`src/rtl/lsu_seq_if.sv`:
```
// lsu_seq_if: request, memory-piece and response signals of the load/store sequencer.
// master = execute/memory side (requester), slave = the sequencer itself.
interface lsu_seq_if;
    logic        req_valid;
    logic        req_ready;
    logic        req_we;
    logic [2:0]  req_funct3;
    logic [31:0] req_addr;
    logic [31:0] req_wdata;
    logic        mem_en;
    logic        mem_we;
    logic [31:0] mem_addr;
    logic [2:0]  mem_funct3;
    logic [31:0] mem_din;
    logic [31:0] mem_dout;
    logic        rsp_valid;
    logic [31:0] rsp_rdata;
    logic        rsp_err;
    modport master (
        output req_valid, req_we, req_funct3, req_addr, req_wdata, mem_dout,
        input  req_ready, mem_en, mem_we, mem_addr, mem_funct3, mem_din, rsp_valid, rsp_rdata, rsp_err
    );
    modport slave (
        input  req_valid, req_we, req_funct3, req_addr, req_wdata, mem_dout,
        output req_ready, mem_en, mem_we, mem_addr, mem_funct3, mem_din, rsp_valid, rsp_rdata, rsp_err
    );
endinterface

```
`src/rtl/lsu_seq.sv`:
```
// lsu_seq: load/store sequencer splitting misaligned accesses into aligned pieces.
// Defining LSU_MISALIGN_TRAP_EN rejects misaligned requests with rsp_err instead of splitting.
module lsu_seq #(
    parameter int RD_LAT = 1
) (
    input logic      clk,
    input logic      rst_n,
    lsu_seq_if.slave bus
);
    typedef enum logic [1:0] {IDLE, ISSUE, WAIT, RESP} state_e;
    state_e      state_q, state_d;
    logic        we_q, err_q, cnt_q;
    logic [1:0]  piece_q;
    logic [2:0]  f3_q, mf3_q;
    logic [31:0] addr_q, wdata_q, w0_q, w1_q, maddr_q, mdin_q;
    logic [2:0]  size, n_pieces, p_f3;
    logic        mis, last, cnt_done, legal_in, err_in;
    logic [7:0]  p_byte;
    logic [31:0] p_addr, p_din, sh, ext;

    always_comb begin
        size     = f3_q[1:0] == 2'b00 ? 3'd1 : f3_q[1:0] == 2'b01 ? 3'd2 : 3'd4;
        mis      = (f3_q[1:0] == 2'b01 && addr_q[0]) || (f3_q[1:0] == 2'b10 && addr_q[1:0] != 2'b00);
        n_pieces = we_q ? (mis ? size : 3'd1) : ({1'b0, addr_q[1:0]} + size > 3'd4 ? 3'd2 : 3'd1);
        last     = {1'b0, piece_q} + 3'd1 == n_pieces;
        cnt_done = cnt_q == 1'(RD_LAT - 1);
        // Loads always fetch whole words; misaligned stores degrade to byte stores.
        p_byte   = wdata_q[{piece_q, 3'b000} +: 8];
        p_addr   = !we_q ? {addr_q[31:2], 2'b00} + {28'd0, piece_q, 2'b00} : mis ? addr_q + {30'd0, piece_q} : addr_q;
        p_f3     = !we_q ? 3'b010 : mis ? 3'b000 : f3_q;
        p_din    = !we_q ? mdin_q : mis ? {4{p_byte}} :
                   f3_q[1:0] == 2'b00 ? {4{wdata_q[7:0]}} : f3_q[1:0] == 2'b01 ? {2{wdata_q[15:0]}} : wdata_q;
        sh       = 32'({w1_q, w0_q} >> {addr_q[1:0], 3'b000});
        ext      = f3_q[1:0] == 2'b00 ? {{24{sh[7] & ~f3_q[2]}}, sh[7:0]} :
                   f3_q[1:0] == 2'b01 ? {{16{sh[15] & ~f3_q[2]}}, sh[15:0]} : sh;
        legal_in = bus.req_we ? bus.req_funct3 <= 3'b010 : !(bus.req_funct3 == 3'b011 || bus.req_funct3[2:1] == 2'b11);
`ifdef LSU_MISALIGN_TRAP_EN
        err_in   = !legal_in || (bus.req_funct3[1:0] == 2'b01 && bus.req_addr[0]) ||
                   (bus.req_funct3[1:0] == 2'b10 && bus.req_addr[1:0] != 2'b00);
`else
        err_in   = !legal_in;
`endif
    end

    always_comb begin
        state_d = state_q;
        case (state_q)
            IDLE:    if (bus.req_valid) state_d = err_in ? RESP : ISSUE;
            ISSUE:   state_d = !we_q ? WAIT : last ? RESP : ISSUE;
            WAIT:    if (cnt_done) state_d = last ? RESP : ISSUE;
            default: state_d = IDLE;
        endcase
    end

    always_ff @(posedge clk) begin
        if (!rst_n) begin
            state_q <= IDLE;
            we_q    <= 1'b0;
            err_q   <= 1'b0;
            cnt_q   <= 1'b0;
            piece_q <= 2'd0;
            f3_q    <= 3'd0;
            mf3_q   <= 3'd0;
            addr_q  <= 32'd0;
            wdata_q <= 32'd0;
            w0_q    <= 32'd0;
            w1_q    <= 32'd0;
            maddr_q <= 32'd0;
            mdin_q  <= 32'd0;
        end else begin
            state_q <= state_d;
            if (state_q == IDLE && bus.req_valid) begin
                we_q    <= bus.req_we;
                f3_q    <= bus.req_funct3;
                addr_q  <= bus.req_addr;
                wdata_q <= bus.req_wdata;
                err_q   <= err_in;
                piece_q <= 2'd0;
            end
            if (state_q == ISSUE) begin
                maddr_q <= p_addr;
                mf3_q   <= p_f3;
                mdin_q  <= p_din;
                cnt_q   <= 1'b0;
                if (we_q) piece_q <= piece_q + 2'd1;
            end
            if (state_q == WAIT) begin
                cnt_q <= cnt_q + 1'b1;
                if (cnt_done) begin
                    if (piece_q == 2'd0) w0_q <= bus.mem_dout;
                    else w1_q <= bus.mem_dout;
                    piece_q <= piece_q + 2'd1;
                end
            end
        end
    end

    assign bus.req_ready  = state_q == IDLE;
    assign bus.mem_en     = state_q == ISSUE;
    assign bus.mem_we     = state_q == ISSUE && we_q;
    assign bus.mem_addr   = state_q == ISSUE ? p_addr : maddr_q;
    assign bus.mem_funct3 = state_q == ISSUE ? p_f3 : mf3_q;
    assign bus.mem_din    = state_q == ISSUE ? p_din : mdin_q;
    assign bus.rsp_valid  = state_q == RESP;
    assign bus.rsp_rdata  = state_q == RESP && !we_q && !err_q ? ext : 32'd0;
    assign bus.rsp_err    = state_q == RESP && err_q;
endmodule

```
`src/flat_wrapper.sv`:
```
// flat-port wrapper written by rule: the top's interface ports become plain ports
module lsu_seq_flat 
#(
    parameter int RD_LAT = 1
)
  (clk, rst_n, bus_req_valid, bus_req_we, bus_req_funct3, bus_req_addr, bus_req_wdata, bus_mem_dout, bus_req_ready, bus_mem_en, bus_mem_we, bus_mem_addr, bus_mem_funct3, bus_mem_din, bus_rsp_valid, bus_rsp_rdata, bus_rsp_err);
  lsu_seq_if bus_i ();
  input logic clk;
  input logic rst_n;
  input wire logic [$bits(bus_i.req_valid)-1:0] bus_req_valid;
  input wire logic [$bits(bus_i.req_we)-1:0] bus_req_we;
  input wire logic [$bits(bus_i.req_funct3)-1:0] bus_req_funct3;
  input wire logic [$bits(bus_i.req_addr)-1:0] bus_req_addr;
  input wire logic [$bits(bus_i.req_wdata)-1:0] bus_req_wdata;
  input wire logic [$bits(bus_i.mem_dout)-1:0] bus_mem_dout;
  output wire logic [$bits(bus_i.req_ready)-1:0] bus_req_ready;
  output wire logic [$bits(bus_i.mem_en)-1:0] bus_mem_en;
  output wire logic [$bits(bus_i.mem_we)-1:0] bus_mem_we;
  output wire logic [$bits(bus_i.mem_addr)-1:0] bus_mem_addr;
  output wire logic [$bits(bus_i.mem_funct3)-1:0] bus_mem_funct3;
  output wire logic [$bits(bus_i.mem_din)-1:0] bus_mem_din;
  output wire logic [$bits(bus_i.rsp_valid)-1:0] bus_rsp_valid;
  output wire logic [$bits(bus_i.rsp_rdata)-1:0] bus_rsp_rdata;
  output wire logic [$bits(bus_i.rsp_err)-1:0] bus_rsp_err;
  assign bus_i.req_valid = bus_req_valid;
  assign bus_i.req_we = bus_req_we;
  assign bus_i.req_funct3 = bus_req_funct3;
  assign bus_i.req_addr = bus_req_addr;
  assign bus_i.req_wdata = bus_req_wdata;
  assign bus_i.mem_dout = bus_mem_dout;
  assign bus_req_ready = bus_i.req_ready;
  assign bus_mem_en = bus_i.mem_en;
  assign bus_mem_we = bus_i.mem_we;
  assign bus_mem_addr = bus_i.mem_addr;
  assign bus_mem_funct3 = bus_i.mem_funct3;
  assign bus_mem_din = bus_i.mem_din;
  assign bus_rsp_valid = bus_i.rsp_valid;
  assign bus_rsp_rdata = bus_i.rsp_rdata;
  assign bus_rsp_err = bus_i.rsp_err;
  lsu_seq #(.RD_LAT(RD_LAT)) u_core (.clk(clk), .rst_n(rst_n), .bus(bus_i));
endmodule
```
`config.mk`:
```
export PLATFORM = sky130hd
export DESIGN_NAME = lsu_seq_flat
export DESIGN_NICKNAME = d
export VERILOG_FILES = /design/src/rtl/lsu_seq_if.sv /design/src/rtl/lsu_seq.sv /design/src/flat_wrapper.sv
export SDC_FILE = /design/constraint.sdc
export NUM_CORES = 1
export LEC_CHECK = 0
export CORE_MARGIN = 3
export CORE_UTILIZATION = 47
export CTS_CLUSTER_SIZE = 30
export DETAILED_ROUTE_END_ITERATION = 16
export GPL_ROUTABILITY_DRIVEN = 0
export HOLD_SLACK_MARGIN = 0.06
export MAX_ROUTING_LAYER = met4
export PLACE_DENSITY_LB_ADDON = 0.08
export SYNTH_ARGS = -nofsm -noshare
export SYNTH_HDL_FRONTEND = slang
export SYNTH_SLANG_ARGS = --single-unit
```
`constraint.sdc`:
```
create_clock -name clk -period 3.4 [get_ports clk]
set_clock_uncertainty 0.1 [all_clocks]
set_input_delay 0.68 -clock clk [delete_from_list [all_inputs] [get_ports clk]]
set_output_delay 0.68 -clock clk [all_outputs]
set_load 0.05 [all_outputs]
```
Yosys cells after proc, flatten, opt, wreduce, memory -nomap -nowiden
Index checks and enable logic that the tools add are counted.
- register bits after elaboration: 205
- bits of input ports: 103
- output and inout port bits: 104
- logic and storage cells: 92
- $add $sub $neg: 6
- magnitude comparators: 2
- equality and inequality tests: 10
- shifts and indexed selects: 2
- muxes and demuxes: 33
- bitwise operators: 5
- reduce and logical (&&, ||, !) cells: 21
- operator list (kind ; count):
    $mux W32 ; 11
    $shr A64 B5 Y32 ; 1
    $add A32 B2 Y32 ; 1
    $add A32 B4 Y32 ; 1
    $shiftx A32 B6 Y8 ; 1
    $mux W2 ; 11
    $mux W3 ; 7
    $eq A2 B2 Y1 const B ; 4
    $logic_and A1 B1 Y1 ; 7
    $logic_not A2 Y1 ; 3
    $pmux W2 S3 ; 1
    $reduce_and A3 Y1 ; 2
    $eq A2 B1 Y1 const B ; 2
    $logic_not A1 Y1 ; 4
    $ne A2 B2 Y1 const B ; 2
    $reduce_bool A2 Y1 ; 2
    $add A2 B1 Y3 const B ; 1
    $add A2 B3 Y3 ; 1
    $eq A3 B2 Y1 const B ; 1
    $eq A3 B3 Y1 ; 1
    $gt A3 B3 Y1 const B ; 1
    $le A3 B2 Y1 const B ; 1
    $mux W1 ; 3
    $not A1 Y1 ; 3
    other kinds (5) ; 7

Depth between registers and ports, before layout
- word-level depth: 11
- mapped depth: 12
- mapped depth without buffers: 9

Worst setup path after synthesis
OpenSTA, ideal clock, no wires.
- path kind: reg-to-output
- start point: reg u_core.piece_q[1]
- end point: out bus_mem_addr[22]
- data arrival time: 3.236 ns
- data required time: 2.620 ns
- setup slack: -0.616 ns
- stages on the path, launching flop included: 7
- buffers on the path: 1
- path through: dfxtp_1 -> clkbuf_1 -> inv_1 -> fa_1 -> o22a_1 -> or4b_2 -> a31oi_1
- longest elaborated chain between the ends: 4
- elaborated cells between the ends (all ways): 5
- classes of those cells: add/sub (2); mux (3)
- RTL lines (element ; RTL line ; source):
    start: declaration ; lsu_seq.sv:13 ; logic [1:0] piece_q;
    start signal: assignment ; lsu_seq.sv:85 ; if (we_q) piece_q <= piece_q + 2'd1;
    start signal: assignment ; lsu_seq.sv:92 ; piece_q <= piece_q + 2'd1;
    $add A32 B2 Y32 ; lsu_seq.sv:29 ; p_addr = !we_q ? {addr_q[31:2], 2'b00} + {28'd0, piece_q, 2'b00} : mis ? addr_q + {30'd0, piece_q} : addr_q;
    $mux W32 ; lsu_seq.sv:29 ;
    $mux W32 (*) ; lsu_seq.sv:29 ;
    $mux W32 (*) ; lsu_seq.sv:101 ; assign bus.mem_addr = state_q == ISSUE ? p_addr : maddr_q;
    end: declaration ; flat_wrapper.sv:19 ; output wire logic [$bits(bus_i.mem_addr)-1:0] bus_mem_addr;
Every way passes the cells marked *; elsewhere a longest branch is shown, timed or not.

Worst setup path in the final report
- start point: reg u_core.addr_q[0]
- end point: out bus_mem_addr[10]
- longest elaborated chain between the ends: 6
- elaborated cells between the ends (all ways): 8
- classes of those cells: add/sub (1); mux (3); reduce/logical (4)
- RTL lines (element ; RTL line ; source):
    start: declaration ; lsu_seq.sv:15 ; logic [31:0] addr_q, wdata_q, w0_q, w1_q, maddr_q, mdin_q;
    start signal: assignment ; lsu_seq.sv:75 ; addr_q <= bus.req_addr;
    parallel branches: the longest is 3 deep, another holds $add A32 B2 Y32 ; -- ;
    $mux W32 (*) (2 in a row) ; lsu_seq.sv:29 ;
    $mux W32 (*) ; lsu_seq.sv:101 ;
Every way passes the cells marked *.

==> results.cfg <==
[status]
status = finished, violations left
violations = negative setup slack

[grt]
grt_pass1_vias = 9493
gr-total-overflow = 0
grt_usage_pct = 26.4
met1_usage_pct = 33.6
grt_max_degree = 87
grt_pass1_wl_um = 49000
use_met2_pct = 42.0
busiest_layer = met2
antenna_found_initial = 0
grt_use_met3_pct = 4.91

[pwr]
p_leak_nw = 5.23
power_density_nw_per_um2 = 678
ir_drop_mv = 0.370

[yosys]
synth_area_per_cell_um2 = 7.95
seq_area_frac_synth_pct = 39.2
ys.warnings.count = 0
ys.flop_type = dfxtp_1
synth_fp_nets = 1383
async_flop_share_pct = 0
syn_area_um2 = 10100
synth.ff_latch_count = 197
synthCells = 1266
synth_edf_count = 0
ys_types = 59

[setup_path]
cp.required_ns = 2.62
max_stage_delay_ns = 0.38
cp_slowest_cell = dfxtp_4
crit_path_frequent_cell = buf_12
critPathArrivalTime_ns = 2.65
worstPathMaxFanout = 8
criticalPathCategory = reg -> out
worstPathCellList = ha_2, fa_2, nand4_1, o22a_4, buf_12, or3_4, a31oi_4, buf_12
rr_worst_depth = 10
critPathLaunchType = flip-flop
endpoint_kind = output pin

[placed_design]
numPortBuffers = 206
place_area_um2 = 13300
dp_hpwl_um = 20800

[clock_tree]
cts_max_path_buffers = 2
root_buffer = clkbuf_16
clock_latency_ns = 0.43
cts_made_buffers = 17
postCtsHoldBufs = 0
cts.sinks = 197
cts.htree.levels = 4
cts_tree = built
cts.clk_slew.worst_paths_ns = 0.08

[sta]
rsz0062_at_grt = true
fin_crit_sh_pct = 101
setup_viol = 6
tightest_slew_ns = 1.06
hold_viol = 0
setup_ws_ns = -0.0251
clock.fmax_ghz = 0.292
final.setup.tns_ns = -0.0879
relSlewSlack_pct = 29.5
final.min_clock_period_ns = 3.43
maxSlewViolCount = 0

[routing]
totalWireLength_um = 32300
postRouteAntennaNets = 0
dr.pass1.iters = 7
drc = 0
detail_route.iter0.violations = 698
wl_per_cell_um = 18.6
num_vias = 10089
via_per_inst = 5.79

[finish]
fin_util_pct = 71.0
area.growth.synth_to_final_pct = 45.4
final_cell_area_um2 = 14600
final_cell_mix = nand2_1 (350), dfxtp_1 (182), a21oi_1 (168), clkdlybuf4s50_1 (112), buf_4 (81)
antenna_cells = 0
drive_above_1_share_pct = 23.2
final_common_cell = nand2_1
layout.nets = 1576

[die]
ios = 207
core_um2 = 20600
die_h_um = 152
fp-row-count = 52
start_util_pct = 48.8
dieArea_um2 = 23200
fp.dieW_um = 152

[min_path]
min_path_cells = 2
hp-class = reg -> reg

[job]
cap_viol_max_count = 0
-- path summary, 6_finish.rpt --
path	to	start	slack [ns]
setup / recovery	bus_mem_addr[10]	u_core.addr_q[0]	-0.03
hold / removal	u_core.w0_q[2]	u_core.w0_q[2]	0.36
setup reg to reg	u_core.state_q[1]	u_core.f3_q[0]	0.94
hold reg to reg	u_core.w0_q[2]	u_core.w0_q[2]	0.36
-- timing repair --
action                     CTS  global route
setup endpoints to repair   62            61
gates resized for setup     57            63
buffers inserted             4            12
gates cloned                 2             5
pin swaps                    8            35
-- cells in the mapped netlist, types with 9 or more instances --
master | instances | area, um^2
a21oi_1 | 168 | 841
a311oi_1 | 20 | 175
a31oi_1 | 40 | 250
and2_1 | 35 | 219
and3_1 | 10 | 62.6
buf_1 | 10 | 37.5
buf_2 | 13 | 65.1
clkbuf_1 | 76 | 285
dfxtp_1 | 197 | 3940
ha_1 | 11 | 138
inv_1 | 32 | 120
mux2i_1 | 18 | 180
mux4_2 | 37 | 833
nand2_1 | 351 | 1320
nand3_1 | 10 | 50.1
nand4_1 | 9 | 56.3
nor2_1 | 70 | 263
nor2b_1 | 11 | 68.8
o21ai_0 | 23 | 115
o31ai_1 | 23 | 173
or4_1 | 12 | 90.1
-- power breakdown --
part	switching, mW	internal (mW)	leakage, nW
sequential	0.340	2.71	1.61
clock	0.962	1.08	0.286
combinational	2.80	2.04	3.33
-- per-layer routing --
layer	up-vias	part of all wire [%]
met3	77	6.3
li1	4833	-
met5	-	0
met2	377	48
met1	4802	42
met4	0	3.5
-- flip-flops by register name (all words and copies together) (netlist names), 2 cells and up --
name,count
u_core.addr_q,32
u_core.maddr_q,32
u_core.mdin_q,32
u_core.w0_q,32
u_core.wdata_q,32
u_core.w1_q,24
u_core.f3_q,3
u_core.mf3_q,3
u_core.piece_q,2
u_core.state_q,2
-- critical path: cells and delay by family (launching register included) --
kind | cells | cell delay, ns
AND/OR/NAND/NOR | 2 | 0.55
AO/OA/AOI/OAI | 2 | 0.55
adder cells (fa/ha/maj) | 2 | 0.40
flip-flops | 1 | 0.38
buffers and inverters | 2 | 0.32
-- logic make-up after synthesis --
group,synth area share (%)
AO/OA/AOI/OAI,18.8
XOR/XNOR,0.174
adder cells (fa/ha/maj),1.96
buffers and inverters,5.45
flip-flops,39.2
multiplexers,10.7
AND/OR/NAND/NOR,23.7
-- cell type report --
type | instances | area (um^2)
flip-flops and latches | 197 | 3980
clock inverters | 12 | 139
inverters | 33 | 130
repair buffers | 274 | 3360
repair inverters | 1 | 5.00
well taps | 270 | 338
fillers | 1612 | 5980
clock buffers | 20 | 457
multi-input cells | 935 | 6240
-- per-stage QoR --
stage	total power [mW]	instances	setup slack, ns	hold WS [ns]
3_3_place_gp	7.57	1687	0.192	0.340
2_1_floorplan	5.80	1266	-0.158	0.333
3_5_place_dp	7.64	1687	0.162	0.344
4_1_cts	9.74	1725	-0.0395	0.356
6_report	9.93	1742	-0.0251	0.357
5_1_grt	10.4	1742	-0.103	0.379
Power figures use the tool's default switching activity.
